## config.mk

```make
export PLATFORM = sky130hd
export DESIGN_NAME = simul_saxi_gp_rd_flat
export DESIGN_NICKNAME = d
export VERILOG_FILES = /design/src/rtl/simul_saxi_gp_rd_if.sv /design/src/rtl/simul_saxi_gp_rd.sv /design/src/flat_wrapper.sv
export SDC_FILE = /design/constraint.sdc
export NUM_CORES = 1
export LEC_CHECK = 0
export CORE_ASPECT_RATIO = 1.1
export CORE_MARGIN = 2
export CORE_UTILIZATION = 53
export CTS_CLUSTER_DIAMETER = 40
export DETAILED_ROUTE_END_ITERATION = 10
export HOLD_SLACK_MARGIN = 0.02
export PLACE_DENSITY = 0.73
export SLEW_MARGIN = 0
export SYNTH_ARGS = -nofsm -noshare
export SYNTH_HDL_FRONTEND = slang
export SYNTH_SLANG_ARGS = --single-unit
export TNS_END_PERCENT = 100
```

## constraint.sdc

```tcl
create_clock -name aclk -period 7.4 [get_ports aclk]
set_input_delay 0.74 -clock aclk [delete_from_list [all_inputs] [get_ports aclk]]
set_output_delay 0.74 -clock aclk [all_outputs]
set_load 0.02 [all_outputs]
```

## src/rtl/simul_saxi_gp_rd_if.sv

```systemverilog
// rtl/simul_saxi_gp_rd_if.sv - AR/R bus and simulation-memory port bundle for the S_AXI_GP read model
interface simul_saxi_gp_rd_if;
  logic [31:0] araddr;
  logic        arvalid;
  logic        arready;
  logic [5:0]  arid;
  logic [1:0]  arlock;
  logic [3:0]  arcache;
  logic [2:0]  arprot;
  logic [3:0]  arlen;
  logic [1:0]  arsize;
  logic [1:0]  arburst;
  logic [3:0]  arqos;
  logic [31:0] rdata;
  logic        rvalid;
  logic        rready;
  logic [5:0]  rid;
  logic        rlast;
  logic [1:0]  rresp;
  logic [31:0] sim_rd_address;
  logic [5:0]  sim_rid;
  logic        sim_rd_valid;
  logic        sim_rd_ready;
  logic [31:0] sim_rd_data;
  logic [1:0]  sim_rd_size;
  logic [3:0]  sim_rd_qos;

  modport slave (
    input  araddr, arvalid, arid, arlock, arcache, arprot, arlen, arsize, arburst, arqos,
    input  rready, sim_rd_ready, sim_rd_data,
    output arready, rdata, rvalid, rid, rlast, rresp,
    output sim_rd_address, sim_rid, sim_rd_valid, sim_rd_size, sim_rd_qos
  );

  modport master (
    output araddr, arvalid, arid, arlock, arcache, arprot, arlen, arsize, arburst, arqos,
    output rready, sim_rd_ready, sim_rd_data,
    input  arready, rdata, rvalid, rid, rlast, rresp,
    input  sim_rd_address, sim_rid, sim_rd_valid, sim_rd_size, sim_rd_qos
  );
endinterface

```

## src/rtl/simul_saxi_gp_rd.sv

```systemverilog
// rtl/simul_saxi_gp_rd.sv - S_AXI_GP read channel model: AR queue, burst-to-beat expansion, R queue
// Optional attribute checking on AR handshakes: define SAXI_GP_RD_ATTR_CHECK_EN.
module simul_saxi_gp_rd #(
  parameter int AR_FIFO_DEPTH = 3,
  parameter int R_FIFO_DEPTH  = 3
) (
  input logic                aclk,
  input logic                aresetn,
  simul_saxi_gp_rd_if.slave  bus
);
  localparam int AR_FIFO_NUM = 1 << AR_FIFO_DEPTH;
  localparam int R_FIFO_NUM  = 1 << R_FIFO_DEPTH;

  typedef struct packed {
    logic [31:0] addr;
    logic [5:0]  id;
    logic [3:0]  len;
    logic [1:0]  size;
    logic [1:0]  burst;
    logic [3:0]  qos;
  } ar_t;

  typedef struct packed {
    logic [31:0] data;
    logic [5:0]  id;
    logic        last;
    logic [1:0]  resp;
  } r_t;

  typedef enum logic {S_IDLE, S_BURST} state_t;

  ar_t                  ar_mem [AR_FIFO_NUM];
  logic [AR_FIFO_DEPTH-1:0] ar_wr_q, ar_rd_q;
  logic [AR_FIFO_DEPTH:0]   ar_cnt_q;
  r_t                   r_mem [R_FIFO_NUM];
  logic [R_FIFO_DEPTH-1:0]  r_wr_q, r_rd_q;
  logic [R_FIFO_DEPTH:0]    r_cnt_q;

  state_t      state_q, state_d;
  logic [31:0] addr_q, addr_d;
  logic [5:0]  id_q, id_d;
  logic [3:0]  len_q, len_d;
  logic [1:0]  size_q, size_d;
  logic [1:0]  burst_q, burst_d;
  logic [3:0]  qos_q, qos_d;
  logic [3:0]  beats_q, beats_d;

  logic ar_push, ar_pop, ar_nonempty, r_full, r_push, r_pop;
  logic sim_valid, beat, last_beat;
  ar_t  ar_in, ar_head;
  r_t   r_head;

  // Count MSB is set only at exactly full capacity.
  assign ar_nonempty = (ar_cnt_q != '0);
  assign r_full      = r_cnt_q[R_FIFO_DEPTH];
  assign bus.arready = !ar_cnt_q[AR_FIFO_DEPTH];
  assign ar_push     = bus.arvalid && bus.arready;
  assign ar_in       = '{addr: bus.araddr, id: bus.arid, len: bus.arlen, size: bus.arsize,
                         burst: bus.arburst, qos: bus.arqos};
  assign ar_head     = ar_mem[ar_rd_q];

  always_ff @(posedge aclk) begin
    if (ar_push) ar_mem[ar_wr_q] <= ar_in;
  end

  always_ff @(posedge aclk) begin
    if (!aresetn) begin
      ar_wr_q  <= '0;
      ar_rd_q  <= '0;
      ar_cnt_q <= '0;
    end else begin
      if (ar_push) ar_wr_q <= ar_wr_q + 1'b1;
      if (ar_pop)  ar_rd_q <= ar_rd_q + 1'b1;
      case ({ar_push, ar_pop})
        2'b10:   ar_cnt_q <= ar_cnt_q + 1'b1;
        2'b01:   ar_cnt_q <= ar_cnt_q - 1'b1;
        default: ar_cnt_q <= ar_cnt_q;
      endcase
    end
  end

  always_ff @(posedge aclk) begin
    if (!aresetn) state_q <= S_IDLE;
    else          state_q <= state_d;
  end

  always_comb begin
    state_d = state_q;
    case (state_q)
      S_IDLE:  if (ar_nonempty) state_d = S_BURST;
      S_BURST: if (last_beat && !ar_nonempty) state_d = S_IDLE;
      default: state_d = S_IDLE;
    endcase
  end

  // The next burst is popped on the final beat so bursts run without a bubble.
  always_comb begin
    sim_valid = 1'b0;
    beat      = 1'b0;
    last_beat = 1'b0;
    ar_pop    = 1'b0;
    case (state_q)
      S_IDLE: ar_pop = ar_nonempty;
      S_BURST: begin
        sim_valid = !r_full;
        beat      = sim_valid && bus.sim_rd_ready;
        last_beat = beat && (beats_q == 4'd0);
        ar_pop    = last_beat && ar_nonempty;
      end
      default: ;
    endcase
  end

  logic [11:0] step, low_mask, idx, wrap_idx, wrap_off, next_off;
  always_comb begin
    step     = 12'd1 << size_q;
    low_mask = step - 12'd1;
    idx      = addr_q[11:0] >> size_q;
    wrap_idx = (idx & ~{8'd0, len_q}) | ((idx + 12'd1) & {8'd0, len_q});
    wrap_off = (wrap_idx << size_q) | (addr_q[11:0] & low_mask);
    case (burst_q)
      2'd1:    next_off = addr_q[11:0] + step;
      2'd2:    next_off = wrap_off;
      default: next_off = addr_q[11:0];
    endcase
  end

  always_comb begin
    addr_d  = addr_q;
    id_d    = id_q;
    len_d   = len_q;
    size_d  = size_q;
    burst_d = burst_q;
    qos_d   = qos_q;
    beats_d = beats_q;
    if (ar_pop) begin
      addr_d  = ar_head.addr;
      id_d    = ar_head.id;
      len_d   = ar_head.len;
      size_d  = (ar_head.size == 2'd3) ? 2'd2 : ar_head.size;
      burst_d = ar_head.burst;
      qos_d   = ar_head.qos;
      beats_d = ar_head.len;
    end else if (beat) begin
      addr_d  = {addr_q[31:12], next_off};
      beats_d = beats_q - 4'd1;
    end
  end

  always_ff @(posedge aclk) begin
    if (!aresetn) begin
      addr_q  <= '0;
      id_q    <= '0;
      len_q   <= '0;
      size_q  <= '0;
      burst_q <= '0;
      qos_q   <= '0;
      beats_q <= '0;
    end else begin
      addr_q  <= addr_d;
      id_q    <= id_d;
      len_q   <= len_d;
      size_q  <= size_d;
      burst_q <= burst_d;
      qos_q   <= qos_d;
      beats_q <= beats_d;
    end
  end

  assign r_push = beat;
  assign r_pop  = bus.rvalid && bus.rready;

  always_ff @(posedge aclk) begin
    if (r_push)
      r_mem[r_wr_q] <= '{data: bus.sim_rd_data, id: id_q, last: (beats_q == 4'd0),
                         resp: (burst_q == 2'd3) ? 2'b10 : 2'b00};
  end

  always_ff @(posedge aclk) begin
    if (!aresetn) begin
      r_wr_q  <= '0;
      r_rd_q  <= '0;
      r_cnt_q <= '0;
    end else begin
      if (r_push) r_wr_q <= r_wr_q + 1'b1;
      if (r_pop)  r_rd_q <= r_rd_q + 1'b1;
      case ({r_push, r_pop})
        2'b10:   r_cnt_q <= r_cnt_q + 1'b1;
        2'b01:   r_cnt_q <= r_cnt_q - 1'b1;
        default: r_cnt_q <= r_cnt_q;
      endcase
    end
  end

  // Head fields are zeroed while empty so stale storage never shows on R.
  assign r_head     = r_mem[r_rd_q];
  assign bus.rvalid = (r_cnt_q != '0);
  assign bus.rdata  = bus.rvalid ? r_head.data : 32'd0;
  assign bus.rid    = bus.rvalid ? r_head.id   : 6'd0;
  assign bus.rlast  = bus.rvalid && r_head.last;
  assign bus.rresp  = bus.rvalid ? r_head.resp : 2'b00;

  assign bus.sim_rd_valid   = sim_valid;
  assign bus.sim_rd_address = addr_q;
  assign bus.sim_rid        = id_q;
  assign bus.sim_rd_size    = size_q;
  assign bus.sim_rd_qos     = qos_q;

`ifdef SAXI_GP_RD_ATTR_CHECK_EN
  always @(posedge aclk) begin
    if (aresetn && ar_push) begin
      if ((bus.arlock & 2'b11) != 2'b00) begin
        $display("%m: %0t unexpected arlock %b", $time, bus.arlock);
        $stop;
      end
      if ((bus.arcache & 4'b0011) != 4'b0011) begin
        $display("%m: %0t unexpected arcache %b", $time, bus.arcache);
        $stop;
      end
      if ((bus.arprot & 3'b010) != 3'b000) begin
        $display("%m: %0t unexpected arprot %b", $time, bus.arprot);
        $stop;
      end
    end
  end
`else
  logic attr_unused;
  assign attr_unused = ^{bus.arlock, bus.arcache, bus.arprot};
`endif

endmodule

```

## src/flat_wrapper.sv

```systemverilog
// flat-port wrapper written by rule: the top's interface ports become plain ports
module simul_saxi_gp_rd_flat 
#(
  parameter int AR_FIFO_DEPTH = 3,
  parameter int R_FIFO_DEPTH  = 3
)
  (aclk, aresetn, bus_araddr, bus_arvalid, bus_arid, bus_arlock, bus_arcache, bus_arprot, bus_arlen, bus_arsize, bus_arburst, bus_arqos, bus_rready, bus_sim_rd_ready, bus_sim_rd_data, bus_arready, bus_rdata, bus_rvalid, bus_rid, bus_rlast, bus_rresp, bus_sim_rd_address, bus_sim_rid, bus_sim_rd_valid, bus_sim_rd_size, bus_sim_rd_qos);
  simul_saxi_gp_rd_if bus_i ();
  input logic aclk;
  input logic aresetn;
  input wire logic [$bits(bus_i.araddr)-1:0] bus_araddr;
  input wire logic [$bits(bus_i.arvalid)-1:0] bus_arvalid;
  input wire logic [$bits(bus_i.arid)-1:0] bus_arid;
  input wire logic [$bits(bus_i.arlock)-1:0] bus_arlock;
  input wire logic [$bits(bus_i.arcache)-1:0] bus_arcache;
  input wire logic [$bits(bus_i.arprot)-1:0] bus_arprot;
  input wire logic [$bits(bus_i.arlen)-1:0] bus_arlen;
  input wire logic [$bits(bus_i.arsize)-1:0] bus_arsize;
  input wire logic [$bits(bus_i.arburst)-1:0] bus_arburst;
  input wire logic [$bits(bus_i.arqos)-1:0] bus_arqos;
  input wire logic [$bits(bus_i.rready)-1:0] bus_rready;
  input wire logic [$bits(bus_i.sim_rd_ready)-1:0] bus_sim_rd_ready;
  input wire logic [$bits(bus_i.sim_rd_data)-1:0] bus_sim_rd_data;
  output wire logic [$bits(bus_i.arready)-1:0] bus_arready;
  output wire logic [$bits(bus_i.rdata)-1:0] bus_rdata;
  output wire logic [$bits(bus_i.rvalid)-1:0] bus_rvalid;
  output wire logic [$bits(bus_i.rid)-1:0] bus_rid;
  output wire logic [$bits(bus_i.rlast)-1:0] bus_rlast;
  output wire logic [$bits(bus_i.rresp)-1:0] bus_rresp;
  output wire logic [$bits(bus_i.sim_rd_address)-1:0] bus_sim_rd_address;
  output wire logic [$bits(bus_i.sim_rid)-1:0] bus_sim_rid;
  output wire logic [$bits(bus_i.sim_rd_valid)-1:0] bus_sim_rd_valid;
  output wire logic [$bits(bus_i.sim_rd_size)-1:0] bus_sim_rd_size;
  output wire logic [$bits(bus_i.sim_rd_qos)-1:0] bus_sim_rd_qos;
  assign bus_i.araddr = bus_araddr;
  assign bus_i.arvalid = bus_arvalid;
  assign bus_i.arid = bus_arid;
  assign bus_i.arlock = bus_arlock;
  assign bus_i.arcache = bus_arcache;
  assign bus_i.arprot = bus_arprot;
  assign bus_i.arlen = bus_arlen;
  assign bus_i.arsize = bus_arsize;
  assign bus_i.arburst = bus_arburst;
  assign bus_i.arqos = bus_arqos;
  assign bus_i.rready = bus_rready;
  assign bus_i.sim_rd_ready = bus_sim_rd_ready;
  assign bus_i.sim_rd_data = bus_sim_rd_data;
  assign bus_arready = bus_i.arready;
  assign bus_rdata = bus_i.rdata;
  assign bus_rvalid = bus_i.rvalid;
  assign bus_rid = bus_i.rid;
  assign bus_rlast = bus_i.rlast;
  assign bus_rresp = bus_i.rresp;
  assign bus_sim_rd_address = bus_i.sim_rd_address;
  assign bus_sim_rid = bus_i.sim_rid;
  assign bus_sim_rd_valid = bus_i.sim_rd_valid;
  assign bus_sim_rd_size = bus_i.sim_rd_size;
  assign bus_sim_rd_qos = bus_i.sim_rd_qos;
  simul_saxi_gp_rd #(.AR_FIFO_DEPTH(AR_FIFO_DEPTH), .R_FIFO_DEPTH(R_FIFO_DEPTH)) u_core (.aclk(aclk), .aresetn(aresetn), .bus(bus_i));
endmodule
```

==> results of run 1 <==
==> power by group <==
| part | total [mW] | internal [mW] | switching (mW) | leakage (nW) |
|---|---|---|---|---|
| clock | 4.59 | 2.73 | 1.86 | 1.54 |
| combinational | 3.30 | 1.55 | 1.76 | 2.84 |
| sequential | 5.78 | 5.37 | 0.406 | 7.20 |
| total | 13.7 | 9.65 | 4.02 | 11.6 |
==> critical path, cell delays in order, from the launching register on <==
cell	delay (ns)
dfxtp_4	1.06
buf_4	0.62
mux4_2	0.58
mux2i_1	0.15
nor2_1	0.10
clkdlybuf4s50_1	0.58
==> state kept, by name, indices dropped and copies added, names as in the netlist, named ones only <==
register                   cells
u_core.ar_cnt_q                4
u_core.bus.sim_rd_size         2
u_core.ar_rd_q                 3
u_core.beats_q                 4
u_core.bus.sim_rd_address     32
u_core.bus.sim_rid             6
u_core.burst_q                 2
u_core.state_q                 1
u_core.r_mem                 320
u_core.r_rd_q                  3
u_core.ar_wr_q                 3
u_core.r_wr_q                  3
u_core.bus.sim_rd_qos          4
u_core.len_q                   4
u_core.ar_mem                400
u_core.r_cnt_q                 4
==> through the flow <==
step                      utilization (%)  area [um2]  setup WS (ns)  instances
after floorplan                         -       31100          0.365       1574
after global placement               57.8       33700           2.84       2443
after detailed placement             57.8       33700           2.77       2443
after CTS                            63.3       36900           2.73       2623
after global routing                 63.3       36900           2.55       2624
final                                63.3       36900           2.93       2627
==> cell families after synthesis <==
kind of cell	Yosys count	synth area share, %
muxes	280	16.4
xor gates and xnor gates	25	0.703
DFF	801	74.7
AOI/OAI and AO/OA	122	2.66
adders and majority gates	20	0.828
and+or+nand+nor	215	3.19
buffers and inverters	110	1.58
other	1	0.0120
==> placed cells by master (no fill, tap or decap), types with 26 or more instances in the layout <==
| cell type | Yosys | layout |
|---|---|---|
| nand2_1 | 32 | 32 |
| a21oi_1 | 28 | 28 |
| dfxtp_1 | 81 | 75 |
| mux2i_1 | 89 | 89 |
| edfxtp_1 | 720 | 720 |
| nor2_1 | 110 | 106 |
| clkbuf_16 | 0 | 99 |
| mux4_2 | 182 | 182 |
| clkdlybuf4s50_1 | 0 | 173 |
| a211oi_1 | 38 | 38 |
| buf_4 | 7 | 26 |
==> final timing paths <==
check | from | slack (ns) | endpoint
setup / recovery | flip-flop | 2.93 | bus_rdata[29]
hold / removal | u_core.bus.sim_rd_address[12] | 0.50 | u_core.bus.sim_rd_address[12]
setup reg to reg | u_core.beats_q[0] | 3.11 | u_core.ar_cnt_q[2]
hold reg to reg | u_core.bus.sim_rd_address[12] | 0.50 | u_core.bus.sim_rd_address[12]
==> layer usage <==
layer | track usage (%) | vias up | share of wire [%]
li1 | - | 6834 | -
met1 | 26.0 | 7914 | 40
met4 | 6.87 | 4 | 2.2
met3 | 3.93 | 93 | 6.0
met5 | 0 | - | 0.036
met2 | 35.4 | 464 | 52
==> layout make-up <==
class                   instances  area [um2]
flip-flops and latches        801       23300
fillers                      3941       21400
multi-input cells             663        7490
clock buffers                 115        2570
repair buffers                199        1930
well taps                     760         951
clock inverters                65         611
inverters                      20        75.1
diodes                          4        10.0
==> metrics.md, run 1 <==
| Metric | Value |
|---|---|
| Cell area after synthesis | around 31000 um2 |
| DRC viols | 0 |
| CTS tree | done |
| Detailed Routing Iterations Pass 1 | 5 |
| PortBufs | roughly 170 |
| Dominant cells by area after synthesis | edfxtp_1, mux4_2, dfxtp_1 |
| Ys Warns | 0 |
| P_leak | roughly 12 nW |
| Most common library cells after synthesis | edfxtp_1, mux4_2, nor2_1 |
| Sink Count | about 800 |
| Synthesized area per cell | between 15 and 20 um2 |
| Cells after Synth | about 1600 |
| DRC marker count from the first detailed-route iteration | ~960 |
| Die area | between 60000 and 70000 um2 |
| Worst min path class | flip-flop to flip-flop |
| CP Max Fanout | between 50 and 60 |
| Syn_nets | around 1700 |
| TNS Setup | 0 ns |
| Clk_skew | roughly 0.026 ns |
| Dpl hpwl | ~32000 um |
| Maxcap violations | 0 |
| Root Buffer | clkbuf_16 |
| Placer Congestion | roughly 0.83 |
| Critical path class | flip-flop to output port |
| Fin. max-slew vios | 0 |
| Sequential share of the synthesized area | approximately three quarters |
| Num rows | a little over 90 |
| Reg2Reg Depth | 13 |
| Routed Antenna Nets | 0 |
| Design Power | ~14 mW |
| Min Tclk post-route | roughly 4.5 ns |
| Worst setup EP type | output port |
| Vias post-DR | ~15000 |
| Most frequent cell after synthesis | edfxtp_1 |
| Number of enable flip-flop cells after synthesis | approximately 700 |
| RSZ-0062 raised after global routing | no |
| Overflow after GRT | 0 |
| Share of cells above drive strength 1 | between 20% and 30% |
| Worst Hold Depth | 2 |
| Tightest hold margin | around 0.50 ns |
| Ys async rst share | 0% |
| VDD IR-drop max | approximately 230 uV |
| Gr usage total | between 20% and 30% |
| Vias in the first global route | 16100 |
| Dominant synthesized flop cell | edfxtp_1 |
| Max-slew headroom | between 20% and 30% |
| Antenna violations before repair | 4 |
| Worst Path Required | roughly 6.7 ns |
| Area growth from synthesis to final layout | 18.5% |
| Outcome | complete, no violations |
| Final hold violations | 0 |
| Startpoint types | flip-flop |
| Final Cycle Share | roughly 60% |
| Post-synthesis cell type count | 59 |
| Hold Buf Count CTS | 0 |
| Final Setup Violations | 0 |
| DIE HEIGHT | 258 um |
| Worst-path clk slew | approximately 0.060 ns |
| Leading area contributor after synthesis | edfxtp_1 |
| Slew of the pin with the lowest slew margin | between 1 and 1.5 ns |
| First-pass GRT wire length | 94300 um |
| FF+latch count, synth | roughly 800 |
| CTS buffer count | 97 |
| Post_cts resized | 0 |
| Yosys top cell area share | a little over two thirds |
| Starting Density | a little over half |
| WP data arrival | 3.73 ns |
| Post-Route WL | 61600 um |
| Later-pin clock latency in the skew report | roughly 0.63 ns |
| Ports | ~180 |
| DR WL/cell | 23.5 um |
| CTS HTree Levels | 3 |
| Max Clock Freq | between 0.2 and 0.25 GHz |
| Final #Nets | 1898 |
| Die width | roughly 240 um |
| PwrDens | roughly 370 nW/um2 |
| Vias per cell | 5.83 |
| Largest net degree at the start of global routing | 65 |
| Post-CTS Setup Bufs | 0 |
| Clock buffer depth | 3 |
| CORE AREA | roughly 58000 um2 |
Power figures use the tool's default switching activity.
==> run 2: changes to the inputs <==
==> constraint.sdc (replaced) <==
create_clock -name aclk -period 3.9 [get_ports aclk]
set_input_delay 0.39 -clock aclk [delete_from_list [all_inputs] [get_ports aclk]]
set_output_delay 0.39 -clock aclk [all_outputs]
set_load 0.02 [all_outputs]
==> run 2 against run 1 <==
Clock power rose by 82%. First-iteration DRC count is 25% higher. Die area is the same. Setup slack got worse by 2.4 ns. Worst hold slack worse by 0.021 ns. Routed wire length increased by 0.48%. Combinational power up 98%. Cell area increased by 0.31%. Via count rose by 1.1%. Sequential share of layout area down 0.20 points. Final cell count is 0.42% higher. Clock skew up 0.0027 ns. Critical path type unchanged. Critical endpoint is now bus_rid[3].
==> metrics.md, run 2 (synthesized netlist as in run 1, its figures left out) <==
| Metric | Value |
|---|---|
| Outcome | complete, no violations |
| DRC viols | 0 |
| Vias post-DR | 15500 |
| Crit path largest cell delay | between 0.5 and 0.6 ns |
| TNS Setup | 0 ns |
| CTS tree | done |
| Vias in the first global route | between 15000 and 20000 |
| Antenna violations before repair | 6 |
| Hold Path End | u_core.ar_mem[6][18] |
| Setup slack after layout | about 0.54 ns |
| P_leak | around 12 nW |
| CTS buffer count | 95 |
| Share of cells above drive strength 1 | ~22% |
| Place WS | between 0.8 and 0.9 ns |
| Reg-to-Reg Start | u_core.bus.sim_rd_size[1] |
| Post-Route WL | just over 60000 um |
| WP data arrival | between 2 and 3 ns |
| HP Start | bus_araddr[0] |
| Worst-path clk slew | 0.06 ns |
| Routed Antenna Nets | 0 |
| Max-slew headroom | between 30 and 40% |
| Placer Congestion | roughly 0.8 |
| Vias per cell | 5.87 |
| Largest net degree at the start of global routing | 85 |
| Die width | approximately 240 um |
| Root Buffer | clkbuf_16 |
| Ports | roughly 180 |
| Worst Hold Depth | 1 |
| PortBufs | ~170 |
| Critical path cell sequence | buf_4, mux4_2, mux2i_1, nor2_1, clkdlybuf4s50_1 |
| Clk_skew | approximately 0.029 ns |
| Area growth from synthesis to final layout | 18.9% |
| Maxcap violations | 0 |
| Post-Layout Inst Area | approximately 37000 um2 |
| Reg2Reg Depth | 8 |
| Die area | approximately 60000 um2 |
| Later-pin clock latency in the skew report | around 0.63 ns |
| Dpl hpwl | 33800 um |
| Placed instance count | approximately 2500 |
| RSZ-0062 raised after global routing | no |
| Largest Register | u_core.ar_mem |
| Crit-path slowest cell | mux4_2 |
| DIE HEIGHT | 258 um |
| Commonest non-fill, non-tap cell in the layout | edfxtp_1 |
| Reg2Reg Setup Slack | 0.86 ns |
| CORE AREA | roughly 58000 um2 |
| Slew of the pin with the lowest slew margin | around 0.95 ns |
| Worst setup EP type | output port |
| Post_cts resized | 0 |
| Num rows | 93 |
| DRC marker count from the first detailed-route iteration | 1191 |
| Design Power | between 20 and 30 mW |
| Tightest hold margin | roughly 0.48 ns |
| First-pass GRT wire length | around 95000 um |
| Min Tclk post-route | 3.36 ns |
| PwrDens | 695 nW/um2 |
| Startpoint types | flip-flop |
| Gr usage total | 20.6% |
| Worst min path class | primary input to flip-flop |
| Worst Path Required | between 3 and 4 ns |
| CTS HTree Levels | 3 |
| Dpl cell area | around 34000 um2 |
| VDD IR-drop max | 546 uV |
| Max Clock Freq | between 0.2 and 0.3 GHz |
| Detailed Routing Iterations Pass 1 | 5 |
| Final Setup Violations | 0 |
| Final #Nets | roughly 1900 |
| Final hold violations | 0 |
| Commonest cells after routing, fill and taps aside | edfxtp_1, mux4_2, clkdlybuf4s50_1, nor2_1, clkbuf_16 |
| Clock buffer depth | 3 |
| Final Cycle Share | 86.0% |
| Hold Buf Count CTS | 0 |
| DR WL/cell | 23.5 um |
| Starting Density | 53.4% |
| Sink Count | around 800 |
| Post-CTS Setup Bufs | 0 |
| Critical path class | flip-flop to output port |
| Max FFs per register | 400 |
| Fin. max-slew vios | 0 |
| Overflow after GRT | 0 |
| Finished Layout Cells | 2638 |
| Final design utilization | a little under two thirds |
| Reg2reg end | u_core.bus.sim_rd_address[4] |
| CP Max Fanout | 32 |
[run 2: cell types whose count changed in the layout (fill, tap and decap cells not counted), moves of 3 or more]
cell	before	now
bufinv_16	6	3
clkbuf_16	99	96
buf_12	0	6
buf_4	26	35
nor3_4	0	6
nor3_2	7	1
clkinv_4	5	13
[run 2: critical path: cells and delay by family (launching register included)]
| family | cells | cell delay, ns |
|---|---|---|
| buffers and inverters | 2 | 1.10 |
| muxes | 2 | 0.80 |
| DFF | 1 | 0.35 |
| and+or+nand+nor | 1 | 0.07 |
[run 2: routing by layer]
| metal | routed length [um] | up-vias | track usage, % |
|---|---|---|---|
| met5 | 44 | - | 0 |
| met1 | 25100 | 8002 | 26.8 |
| met3 | 3900 | 102 | 4.40 |
| li1 | - | 6869 | - |
| met4 | 1530 | 6 | 7.28 |
| met2 | 31400 | 494 | 34.6 |
[run 2: how the worst max path moves through the flow]
stage                                   endpoint  slack, ns
global route                          bus_rid[2]       0.37
floorplan                    u_core.ar_mem[5][0]      -1.20
CTS                                   bus_rid[2]       0.44
global placement    u_core.bus.sim_rd_address[5]       0.94
detailed placement  u_core.bus.sim_rd_address[5]       0.88
finish                                bus_rid[3]       0.54
[run 2: cell type report]
class | count | area, um2
sequential | 801 | 23300
fill | 3885 | 21300
multi-input combinational | 663 | 7560
clock buffer | 110 | 2480
timing repair buffer | 214 | 2110
tap | 760 | 951
clock inverter | 67 | 559
inverter | 20 | 75.1
antenna | 3 | 7.51
[run 2: power by group]
group / leakage [nW] / internal, mW / switching (mW) / total (mW)
registers: 7.20 / 10.2 / 0.645 / 10.8
logic: 2.93 / 3.03 / 3.50 / 6.52
clock network: 1.48 / 4.86 / 3.51 / 8.36
==> variant (settings of run 1) <==
`AR_FIFO_DEPTH` is set to 3 in 2 places; all go to 2.
--- a/src/rtl/simul_saxi_gp_rd.sv
+++ b/src/rtl/simul_saxi_gp_rd.sv
@@ -1,7 +1,7 @@
 // rtl/simul_saxi_gp_rd.sv - S_AXI_GP read channel model: AR queue, burst-to-beat expansion, R queue
 // Optional attribute checking on AR handshakes: define SAXI_GP_RD_ATTR_CHECK_EN.
 module simul_saxi_gp_rd #(
-  parameter int AR_FIFO_DEPTH = 3,
+  parameter int AR_FIFO_DEPTH = 2,
   parameter int R_FIFO_DEPTH  = 3
 ) (
   input logic                aclk,
--- a/src/flat_wrapper.sv
+++ b/src/flat_wrapper.sv
@@ -1,7 +1,7 @@
 // flat-port wrapper written by rule: the top's interface ports become plain ports
 module simul_saxi_gp_rd_flat 
 #(
-  parameter int AR_FIFO_DEPTH = 3,
+  parameter int AR_FIFO_DEPTH = 2,
   parameter int R_FIFO_DEPTH  = 3
 )
   (aclk, aresetn, bus_araddr, bus_arvalid, bus_arid, bus_arlock, bus_arcache, bus_arprot, bus_arlen, bus_arsize, bus_arburst, bus_arqos, bus_rready, bus_sim_rd_ready, bus_sim_rd_data, bus_arready, bus_rdata, bus_rvalid, bus_rid, bus_rlast, bus_rresp, bus_sim_rd_address, bus_sim_rid, bus_sim_rd_valid, bus_sim_rd_size, bus_sim_rd_qos);
Function: no difference found for any inputs over 4 cycles, from zero or initial values and one cycle with aresetn low; that may be too few to reach the edited logic, so the function may still have changed.
==> variant against run 1 <==
  * Die area decreased by 25%
  * Routed wire length decreased by 27%
  * Setup slack improved by 74 ps
  * Total power down 24%
  * Global-route usage decreased by 0.28 points
  * Area after synthesis is 25% lower
  * Sequential power shrank 24%
  * Clock skew is 2.8 ps lower
  * Sequential cell count down 204
  * First-iteration DRC count decreased by 25%
  * Design area shrank 25%
  * Register-to-register slack better by 1200 ps
  * Critical endpoint is now bus_rdata[21]
==> variant: results (changes against run 1) <==
status: "completed"
cts_hold_buf: 0  # unchanged
synth.area.top_cells: "edfxtp_1 (67%), mux4_2 (13%), dfxtp_1 (6.6%)"
nFillCells: 3004  # -24%
grt_max_degree: 66  # +1.5%
gp_congestion: 0.804  # -2.6%
yosysUniqueCellTypes: 57  # -3.4%
vias_per_cell: 5.74  # -1.5%
top_register: "u_core.r_mem"
grt_antenna_before_repair: 0  # -4
cp_max_fo: 47  # -11%
cts_buffer_depth: 3  # unchanged
nets: 1571  # -17%
syn_nets: 1376  # -19%
dp_cells: 1959  # -20%
grt_pass1_wl_mm: 69.4  # -26%
worst_pin_slew_ps: 966  # -123 ps
track_usage_pct: 20.1  # -0.28 points
num_vias: 11900  # -22%
synthArstFlopShare_pct: 0  # unchanged
worstPathArrival_ps: 3660  # -70 ps
clock_latency_ps: 580  # -50 ps
cts_root_buffer: "clkbuf_16"
ir_drop_v: 0.000274  # +17%
cts_buffers: 67  # -31%
io_buffers: 173  # unchanged
pre_cts_ws_ps: 3420  # +658 ps
antenna_cells: 0  # -4
crit_slowest_cell: "dfxtp_4"
hp-class: "register to register"
syn_inst: 1259  # -20%
first_iter_violations: 716  # -25%
synth.yosys.seq_area_share_pct: 73.9  # -0.82 points
cts_htree_levels: 3  # unchanged
leakagePower_nw: 8.84  # -24%
grt_pass1_vias: 12300  # -24%
dp_hpwl_mm: 25.1  # -22%
ys.warnings.count: 0  # unchanged
post_cts.repair.setup_buffers: 0  # unchanged
synth_edf_count: 520  # -28%
yosys-top-cells-count: "edfxtp_1 (520), mux4_2 (133), nand2_1 (96)"
max_cap_viol_count: 0  # unchanged
skew_ps: 23.2  # -2.78 ps
largest_register_ffs: 320  # -20%
ctsResizeCount: 0  # unchanged
clkSlewWorstSetupHoldPaths_ps: 60  # about the same
drive_above_1_share_pct: 18.8  # -2.7 points
wl_mm: 44.8  # -27%
dr.pass1.iters: 5  # unchanged
max_stage_delay_ps: 980  # -80 ps
[variant: cell types whose count changed after synthesis, moves of 5 or more]
cell / run 1 / this run
mux2_2: 9 / 0
edfxtp_1: 720 / 520
a31oi_1: 2 / 9
buf_4: 7 / 2
a21oi_1: 28 / 59
mux4_2: 182 / 133
mux2i_1: 89 / 42
a211oi_1: 38 / 4
clkbuf_1: 41 / 36
buf_2: 36 / 24
nand2_1: 32 / 96
o21ai_0: 18 / 9
nor2_1: 110 / 71
[variant: layout make-up]
type	count	area [µm²]	share of cell area, %
multi-input combinational	568	5740	20.6
clock inverter	32	327	1.17
inverter	24	90.1	0.324
clock buffer	87	1850	6.66
sequential	597	17200	61.8
timing repair buffer	196	1900	6.85
tap	574	718	2.58
[variant: layer usage]
layer,wire length (µm),GRT usage (%),vias up
met2,23200,34.5,355
met1,18000,25.9,6124
met5,0,0,-
met3,2710,4.10,64
li1,-,-,5386
met4,879,6.59,0
[variant: worst paths after layout]
check	start	endpoint	slack, ps	cells after the start
setup / recovery	register	bus_rdata[21]	3000	5
hold reg to reg	u_core.bus.sim_rd_address[17]	u_core.bus.sim_rd_address[17]	450	2
setup reg to reg	u_core.r_cnt_q[3]	u_core.r_cnt_q[3]	4320	11
hold / removal	u_core.bus.sim_rd_address[17]	u_core.bus.sim_rd_address[17]	450	2
[variant: critical path: cells and delay by family, from the launching register on]
kind,cells,cell delay (ps)
flip-flops,1,980
AND/OR/NAND/NOR,1,80
buffers and inverters,2,1280
multiplexers,2,730
[variant: cell families after synthesis]
kind of cell / Yosys count / synth area share (%)
flip-flops: 597 / 73.9
AND/OR/NAND/NOR: 234 / 4.68
multiplexers: 175 / 14.7
AO/OA/AOI/OAI: 112 / 2.90
buffers and inverters: 94 / 1.71
XOR/XNOR: 25 / 0.943
adder cells (fa/ha/maj): 21 / 1.20
other: 1 / 0.0161
[variant: where the power goes]
| part | internal, mW | total, mW | switching [mW] |
|---|---|---|---|
| clock network | 1.93 | 3.21 | 1.29 |
| registers | 4.07 | 4.42 | 0.348 |
| logic | 1.30 | 2.75 | 1.46 |
[variant: metrics by stage]
stage | instance area, µm² | hold slack [ps]
2_1_floorplan | 23200 | 449
3_3_place_gp | 25600 | 443
3_5_place_dp | 25600 | 447
4_1_cts | 27800 | 455
5_1_grt | 27800 | 476
6_report | 27800 | 455
